<file path="src/rtl/pcie_tx.sv">
// Transmit-side TLP builder for the 64-bit AXI-stream TX interface of the PCIe core.
// Builds 2-DW CplD, 2-DW MWr32 and MRd32 TLPs from three request ports, arbitrates
// cpl > rd > wr, and byte-swaps payload DWs so user data stays little-endian.
module pcie_tx #(
  parameter bit SWAP_BYTES = 1'b1
) (
  input  logic        clock_i,
  input  logic        reset_i,
  input  logic [15:0] completer_id_i,
  // Completion request
  input  logic        cpl_valid_i,
  output logic        cpl_ack_o,
  input  logic [23:0] cpl_rid_tag_i,
  input  logic [12:0] cpl_addr_i,
  input  logic [63:0] cpl_data_i,
  // Memory write request
  input  logic        wr_valid_i,
  output logic        wr_ack_o,
  input  logic [28:0] wr_addr_i,
  input  logic [63:0] wr_data_i,
  // Memory read request
  input  logic        rd_valid_i,
  output logic        rd_ack_o,
  input  logic [28:0] rd_addr_i,
  input  logic [9:0]  rd_len_i,
  input  logic [7:0]  rd_tag_i,
  // AXI-stream to core
  output logic        tvalid_o,
  input  logic        tready_i,
  output logic        tlast_o,
  output logic [7:0]  tkeep_o,
  output logic [63:0] tdata_o
);

  localparam logic [31:0] CplDw0 = 32'h4A00_0002;  // CplD, 3DW header with data, length 2
  localparam logic [31:0] MwrDw0 = 32'h4000_0002;  // MWr32, 3DW header with data, length 2

  typedef enum logic [1:0] {StIdle, StB0, StB1, StB2} state_e;

  state_e      state_q, state_d;
  logic        tvalid_q, tvalid_d;
  logic        tlast_q, tlast_d;
  logic [7:0]  tkeep_q, tkeep_d;
  logic [63:0] tdata_q, tdata_d;
  // Beats 1 and 2 are built at capture time so the request ports are free right after ack.
  logic [63:0] beat1_q, beat1_d;
  logic [63:0] beat2_q, beat2_d;
  // Set for MRd: two-beat TLP, beat 1 is the final, half-filled beat.
  logic        short_q, short_d;
  logic        cpl_ack_q, cpl_ack_d;
  logic        rd_ack_q, rd_ack_d;
  logic        wr_ack_q, wr_ack_d;

  function automatic logic [31:0] swap_dw(input logic [31:0] x);
    if (SWAP_BYTES) begin
      return {x[7:0], x[15:8], x[23:16], x[31:24]};
    end
    return x;
  endfunction

  // ---------------------------------------------------------------------------
  // Header and payload DWs for each source
  // ---------------------------------------------------------------------------
  logic [31:0] cpl_dw1, cpl_dw2, cpl_p0, cpl_p1;
  logic [31:0] wr_dw1, wr_dw2, wr_p0, wr_p1;
  logic [31:0] rd_dw0, rd_dw1, rd_dw2;
  logic [7:0]  rd_be;

  // Only the low nibble of the qword address feeds the lower-address field.
  logic unused_cpl_addr;
  assign unused_cpl_addr = ^cpl_addr_i[12:4];

  // Completion: status SC, byte count 8, lower address from the qword address.
  assign cpl_dw1 = {completer_id_i, 16'h0008};
  assign cpl_dw2 = {cpl_rid_tag_i, 1'b0, cpl_addr_i[3:0], 3'b000};
  assign cpl_p0  = swap_dw(cpl_data_i[31:0]);
  assign cpl_p1  = swap_dw(cpl_data_i[63:32]);

  // Memory write: tag 0, both byte enables full.
  assign wr_dw1 = {completer_id_i, 8'h00, 8'hFF};
  assign wr_dw2 = {wr_addr_i, 3'b000};
  assign wr_p0  = swap_dw(wr_data_i[31:0]);
  assign wr_p1  = swap_dw(wr_data_i[63:32]);

  // Memory read: single-DW reads must leave last BE zero.
  assign rd_be  = (rd_len_i == 10'd1) ? 8'h0F : 8'hFF;
  assign rd_dw0 = {22'h0, rd_len_i};
  assign rd_dw1 = {completer_id_i, rd_tag_i, rd_be};
  assign rd_dw2 = {rd_addr_i, 3'b000};

  // ---------------------------------------------------------------------------
  // FSM
  // ---------------------------------------------------------------------------

  // State register
  always_ff @(posedge clock_i or posedge reset_i) begin
    if (reset_i) begin
      state_q <= StIdle;
    end else begin
      state_q <= state_d;
    end
  end

  // Arbitration, capture and beat sequencing
  always_comb begin
    state_d   = state_q;
    tvalid_d  = tvalid_q;
    tlast_d   = tlast_q;
    tkeep_d   = tkeep_q;
    tdata_d   = tdata_q;
    beat1_d   = beat1_q;
    beat2_d   = beat2_q;
    short_d   = short_q;
    cpl_ack_d = 1'b0;
    rd_ack_d  = 1'b0;
    wr_ack_d  = 1'b0;

    unique case (state_q)
      StIdle: begin
        if (cpl_valid_i) begin
          cpl_ack_d = 1'b1;
          tdata_d   = {cpl_dw1, CplDw0};
          beat1_d   = {cpl_p0, cpl_dw2};
          beat2_d   = {32'h0, cpl_p1};
          short_d   = 1'b0;
        end else if (rd_valid_i) begin
          rd_ack_d  = 1'b1;
          tdata_d   = {rd_dw1, rd_dw0};
          beat1_d   = {32'h0, rd_dw2};
          beat2_d   = 64'h0;
          short_d   = 1'b1;
        end else if (wr_valid_i) begin
          wr_ack_d  = 1'b1;
          tdata_d   = {wr_dw1, MwrDw0};
          beat1_d   = {wr_p0, wr_dw2};
          beat2_d   = {32'h0, wr_p1};
          short_d   = 1'b0;
        end
        if (cpl_valid_i || rd_valid_i || wr_valid_i) begin
          tvalid_d = 1'b1;
          tkeep_d  = 8'hFF;
          tlast_d  = 1'b0;
          state_d  = StB0;
        end
      end

      StB0: begin
        if (tready_i) begin
          tdata_d = beat1_q;
          tkeep_d = short_q ? 8'h0F : 8'hFF;
          tlast_d = short_q;
          state_d = StB1;
        end
      end

      StB1: begin
        if (tready_i) begin
          if (short_q) begin
            tvalid_d = 1'b0;
            tlast_d  = 1'b0;
            tkeep_d  = 8'h00;
            tdata_d  = 64'h0;
            state_d  = StIdle;
          end else begin
            tdata_d = beat2_q;
            tkeep_d = 8'h0F;
            tlast_d = 1'b1;
            state_d = StB2;
          end
        end
      end

      StB2: begin
        if (tready_i) begin
          tvalid_d = 1'b0;
          tlast_d  = 1'b0;
          tkeep_d  = 8'h00;
          tdata_d  = 64'h0;
          state_d  = StIdle;
        end
      end

      default: begin
        state_d = StIdle;
      end
    endcase
  end

  // ---------------------------------------------------------------------------
  // Datapath and output registers
  // ---------------------------------------------------------------------------

  // Output beat, staged beats and ack pulses
  always_ff @(posedge clock_i or posedge reset_i) begin
    if (reset_i) begin
      tvalid_q  <= 1'b0;
      tlast_q   <= 1'b0;
      tkeep_q   <= 8'h00;
      tdata_q   <= 64'h0;
      beat1_q   <= 64'h0;
      beat2_q   <= 64'h0;
      short_q   <= 1'b0;
      cpl_ack_q <= 1'b0;
      rd_ack_q  <= 1'b0;
      wr_ack_q  <= 1'b0;
    end else begin
      tvalid_q  <= tvalid_d;
      tlast_q   <= tlast_d;
      tkeep_q   <= tkeep_d;
      tdata_q   <= tdata_d;
      beat1_q   <= beat1_d;
      beat2_q   <= beat2_d;
      short_q   <= short_d;
      cpl_ack_q <= cpl_ack_d;
      rd_ack_q  <= rd_ack_d;
      wr_ack_q  <= wr_ack_d;
    end
  end

  assign tvalid_o  = tvalid_q;
  assign tlast_o   = tlast_q;
  assign tkeep_o   = tkeep_q;
  assign tdata_o   = tdata_q;
  assign cpl_ack_o = cpl_ack_q;
  assign rd_ack_o  = rd_ack_q;
  assign wr_ack_o  = wr_ack_q;

endmodule

</file>
<file path="config.mk">
export PLATFORM = sky130hd
export DESIGN_NAME = pcie_tx
export DESIGN_NICKNAME = d
export VERILOG_FILES = /design/src/rtl/pcie_tx.sv
export SDC_FILE = /design/constraint.sdc
export NUM_CORES = 1
export LEC_CHECK = 0
export BUFFER_PORTS_ARGS = -buffer_cell sky130_fd_sc_hd__buf_2
export CORE_ASPECT_RATIO = 1.5
export CORE_MARGIN = 8
export CORE_UTILIZATION = 49
export CTS_CLUSTER_DIAMETER = 60
export CTS_CLUSTER_SIZE = 20
export DETAILED_ROUTE_END_ITERATION = 8
export PLACE_DENSITY_LB_ADDON = 0.2
export SLEW_MARGIN = 20
export SYNTH_ARGS = -nofsm -noshare
export SYNTH_HDL_FRONTEND = slang
export SYNTH_SLANG_ARGS = --single-unit
</file>
<file path="constraint.sdc">
create_clock -name clock_i -period 6.1 [get_ports clock_i]
set_clock_uncertainty 0.1 [all_clocks]
set_input_delay 0.915 -clock clock_i [delete_from_list [all_inputs] [get_ports clock_i]]
set_output_delay 0.915 -clock clock_i [all_outputs]
set_load 0.03 [all_outputs]
</file>
# Yosys cells after proc, flatten, opt, wreduce, memory -nomap -nowiden
# Index checks and enable logic that the tools add are counted.
# classes
n_eq_ne,10
muxes,50
reduce_logical,9
# op_table
cell,count
$mux 64,13
$pmux 64 s4,1
$mux 8,6
$pmux 8 s4,1
$mux 1,20
$eq 10x1->1 const B,1
$mux 2,5
$ne 2x2->1 const B,5
$pmux 2 s4,1
$reduce_and 4->1,2
$reduce_bool 3->1,2
$reduce_and 5->1,1
$eq 2x2->1 const B,2
$mux 4,1
$ne 4x4->1 const B,1
$pmux 1 s4,1
$pmux 1 s3,1
$eq 2x1->1 const B,1
$logic_not 2->1,1
$logic_or 1x1->1,2
$reduce_and 2->1,1
# totals
register_bits,208
elab_cells,80

# Depth between registers and ports, before layout
# depth
word_depth,5
depth_mapped,7

# Worst setup path after synthesis
# Ideal clock, no wire load.
# synth_timing
kind,input to register
startpoint,input port rd_valid_i
endpoint,register beat1_q[10]
arrival_time_ns,2.056
required_ns,5.875
slack_ns,3.819
stages,6
path_buffers,3
cell_sequence,buf_6 > nor3_4 > nor2_2 > buf_4 > buf_6 > mux2_4
# synth_between
elab_chain_cells,2
elab_cells_between_ends,4
# synth_rtl
element,line_no,rtl
from (decl),22,"input logic rd_valid_i,"
$reduce_bool 3->1 (no source line) or $mux 64 (tied branches),-,
$reduce_and 2->1 (no source line) or $mux 64 (tied branches),-,
to (signal assigned),211,beat1_q <= beat1_d;
to (decl),46,"logic [63:0] beat1_q, beat1_d;"
# Several ways; a longest one is shown, not always the timed one.
# A chain may end at the register's enable or synchronous reset.

# Worst setup path after layout
# layout_timing
startpoint,register state_q[0]
endpoint,"register tkeep_q[6], in the netlist tkeep_o[6]"
# layout_between
elab_chain_cells,3
elab_cells_between_ends,10
# layout_rtl
element,line_no,rtl
from (decl),40,"state_e state_q, state_d;"
from (signal assigned),98,state_q <= StIdle;
from (signal assigned),100,state_q <= state_d;
"$eq 2x1->1, or another cell as far along",118,unique case (state_q)
$ne 2x2->1 (no source line),-,
$reduce_and 4->1 (no source line),-,
to (signal assigned),209,tkeep_q <= tkeep_d;
to (decl),43,"logic [7:0] tkeep_q, tkeep_d;"
# Several ways; a longest one is shown, not always the timed one.

==> results_dict.tcl <==
set metrics [dict create \
    rsz0062_at_grt "false" \
    ys.flop_type "dfrtp_1" \
    wl_met2_um 13430 \
    fin_crit_ns 3.539 \
    grt_first_pass_wirelength_um 40530 \
    p_per_area_nw_per_um2 473.9 \
    p_seq_share_pct 36.8 \
    gp_congestion 0.8111 \
    area_growth_pct 27.33 \
    hold_violations 0 \
    fill_cells 1460 \
    drt-total-wl_um 26170 \
    numPortBuffers 330 \
    cts_resized 0 \
    grt_pass1_vias 7678 \
    synth_area_um2 8264 \
    p_sw_share_pct 40.29 \
    core_area_um2 16620 \
    worstMarginPinSlew_ns 1.043 \
    std_cell_rows 58 \
    critical_path_class "register to register" \
    drive_gt1_share_pct 39.47 \
    timing.rr.start "state_q[0]$_DFFE_PP0P_" \
    ctsHtreeMaxLevel 4 \
    crit_start "state_q[0]$_DFFE_PP0P_" \
    clk_path_buf_depth 2 \
    vdd_drop_max_mv 0.2453 \
    fp.dieH_um 175.1 \
    status "finished, final reports clean" \
    ys_seq_area_share_pct 50.57 \
    path_clk_slew_ns 0.07 \
    vias 7310 \
    die_width_um 122.0 \
    ant_nets 0 \
    slew_headroom_pct 30.31 \
    first_iter_violations 445 \
    fin_crit_sh_pct 58.01 \
    yosys_warnings 0 \
    wl_met1_um 9950 \
    synthCells 772 \
    ys_ff_latch 167 \
    clock.fmax_mhz 282.6 \
    topRoutingLayerUsed "met5" \
    setup_viol 0 \
    p_sw_mw 2.009 \
    crit_path_max_fanout 39 \
    drc 0 \
    postCtsSetupBuffers 0 \
    dpl.hpwl_um 18680 \
    cellLeakagePower_nw 5.255 \
    crit_path_end "tkeep_o[6]$_DFFE_PP0P_" \
    critical_path_required_ns 6.31 \
    reg2reg_depth 5 \
    cts-buffers-inserted 17 \
    grt_overflow 0 \
    cts_tree "built" \
    synth.area.top_cells "dfrtp_1, o21ai_0, a22oi_1, mux2i_1, mux2_1" \
    syn-num-nets 1035 \
    clockPowerShare_pct 21.9 \
    cap_viol_max_count 0 \
    yosysTopAreaCell "dfrtp_1" \
    via_per_inst 5.733 \
    combPwrFrac_pct 41.3 \
    synth_enable_flop_cells 0 \
    postLayoutCoreUtil_pct 63.32 \
    worstSkewPairLatency_ns 0.42 \
    grt_usage_pct 24.30 \
    layout_common_cells "buf_2, dfrtp_1, o21ai_0, a22oi_1, mux2i_1" \
    cts_num_sinks 167 \
    routedWlPerCell_um 20.52 \
    start_util_pct 49.73 \
    r2r_slack_ns 2.56 \
    die-area_um2 21360 \
    grt_max_degree 81 \
    cts-hold-fix-buffers 0 \
    yosys.area.top_type_share_pct 50.57 \
    final_common_cell "buf_2" \
    crit_path_end_kind "register" \
    startpoint_type "register" \
    antenna_found_initial 2 \
    tns_ns 0 \
    slew_violations 0 \
    async_reset_ff_share_pct 100.0 \
    p_int_mw 2.978 \
    firstDrtPassIters 6 \
    final_nets 1315 \
    met3_length_um 2170 \
    ys_types 52 \
    reg2reg_to "tkeep_o[6]$_DFFE_PP0P_" \
    root_buffer "clkbuf_16" \
    syn_area_per_cell_um2 10.70 \
    cp.arrival_ns 3.75 \
    hold_class "register to register" \
    io_pins 340 \
]
cell usage after synthesis, types with 6 or more instances:
cell	number
dfrtp_1	167
o21ai_0	157
a22oi_1	72
mux2i_1	46
nand2_1	41
clkbuf_1	34
mux2_1	25
buf_2	23
mux2_2	22
a221o_1	19
and3_1	19
nor2_1	16
buf_4	14
inv_1	12
a22o_1	11
mux2_4	9
a21oi_1	8
o221ai_1	7
a211oi_1	6
a31oi_1	6
o21ai_1	6
state kept, by name (all words and copies together) (netlist names):
signal,count
state_q,2
tkeep_o,2
beat2_q,32
tdata_o,64
cpl_ack_o,1
beat1_q,61
rd_ack_o,1
tvalid_o,1
tlast_o,1
short_q,1
wr_ack_o,1
how the worst min path moves through the flow:
| stage | startpoint | cells past startpoint | end |
|---|---|---|---|
| after CTS | tdata_o[46]$_DFFE_PP0P_ | 1 | tdata_o[46]$_DFFE_PP0P_ |
| final | tdata_o[46]$_DFFE_PP0P_ | 1 | tdata_o[46]$_DFFE_PP0P_ |
| after detailed placement | tdata_o[52]$_DFFE_PP0P_ | 1 | tdata_o[52]$_DFFE_PP0P_ |
| after floorplan | beat1_q[26]$_DFFE_PP0P_ | 1 | beat1_q[26]$_DFFE_PP0P_ |
| after global routing | tdata_o[46]$_DFFE_PP0P_ | 1 | tdata_o[46]$_DFFE_PP0P_ |
| after global placement | tdata_o[46]$_DFFE_PP0P_ | 1 | tdata_o[46]$_DFFE_PP0P_ |
power groups by stage:
stage / Combinational, mW / Sequential (mW) / Clock [mW]
2_1_floorplan: 1.26 / 2.06 / 0
3_3_place_gp: 2.01 / 1.84 / 0
3_5_place_dp: 2.06 / 1.85 / 0
4_1_cts: 2.06 / 1.84 / 1.11
5_1_grt: 2.24 / 1.89 / 1.16
6_report: 2.06 / 1.84 / 1.09
cell families after synthesis:
family | Yosys count | synth area share (%)
DFF | 167 | 50.57
AOI/OAI and AO/OA | 311 | 24.21
buffers and inverters | 94 | 5.481
and+or+nand+nor | 98 | 6.132
muxes | 102 | 13.61
layout make-up:
type | instances | area (µm²) | share of cell area (%)
Clock buffer | 19 | 452.9 | 4.304
Timing Repair Buffer | 342 | 1764 | 16.77
Multi-Input combinational cell | 511 | 3664 | 34.82
Sequential cell | 167 | 4180 | 39.73
Inverter | 13 | 53.80 | 0.5113
Clock inverter | 12 | 142.6 | 1.356
Antenna cell | 1 | 2.502 | 0.02378
Tap cell | 210 | 262.8 | 2.497
through the flow:
| stage | instance area (µm²) | instances | hold slack (ns) | worst slack, ns | power, mW |
|---|---|---|---|---|---|
| floorplan | 8264 | 772 | 0.3720 | 0.5666 | 3.316 |
| global placement | 9897 | 1242 | 0.3638 | 2.467 | 3.845 |
| detailed placement | 9897 | 1242 | 0.3738 | 2.439 | 3.910 |
| CTS | 10490 | 1273 | 0.3850 | 2.497 | 5.013 |
| global route | 10520 | 1275 | 0.4009 | 2.392 | 5.294 |
| finish | 10520 | 1275 | 0.3830 | 2.561 | 4.987 |
routing by layer:
layer,up-vias,track usage [%]
li1,3435,-
met3,34,8.110
met5,-,0
met1,3561,27.45
met4,2,8.828
met2,278,41.33
critical path: stages, from the launching register on:
cell and delay (ns):
dfrtp_2 0.72, or2_2 0.70, buf_4 0.37, o21ai_4 0.75, buf_4 0.40, mux2_1 0.35
Note: power is estimated with default switching activity, not from simulation.
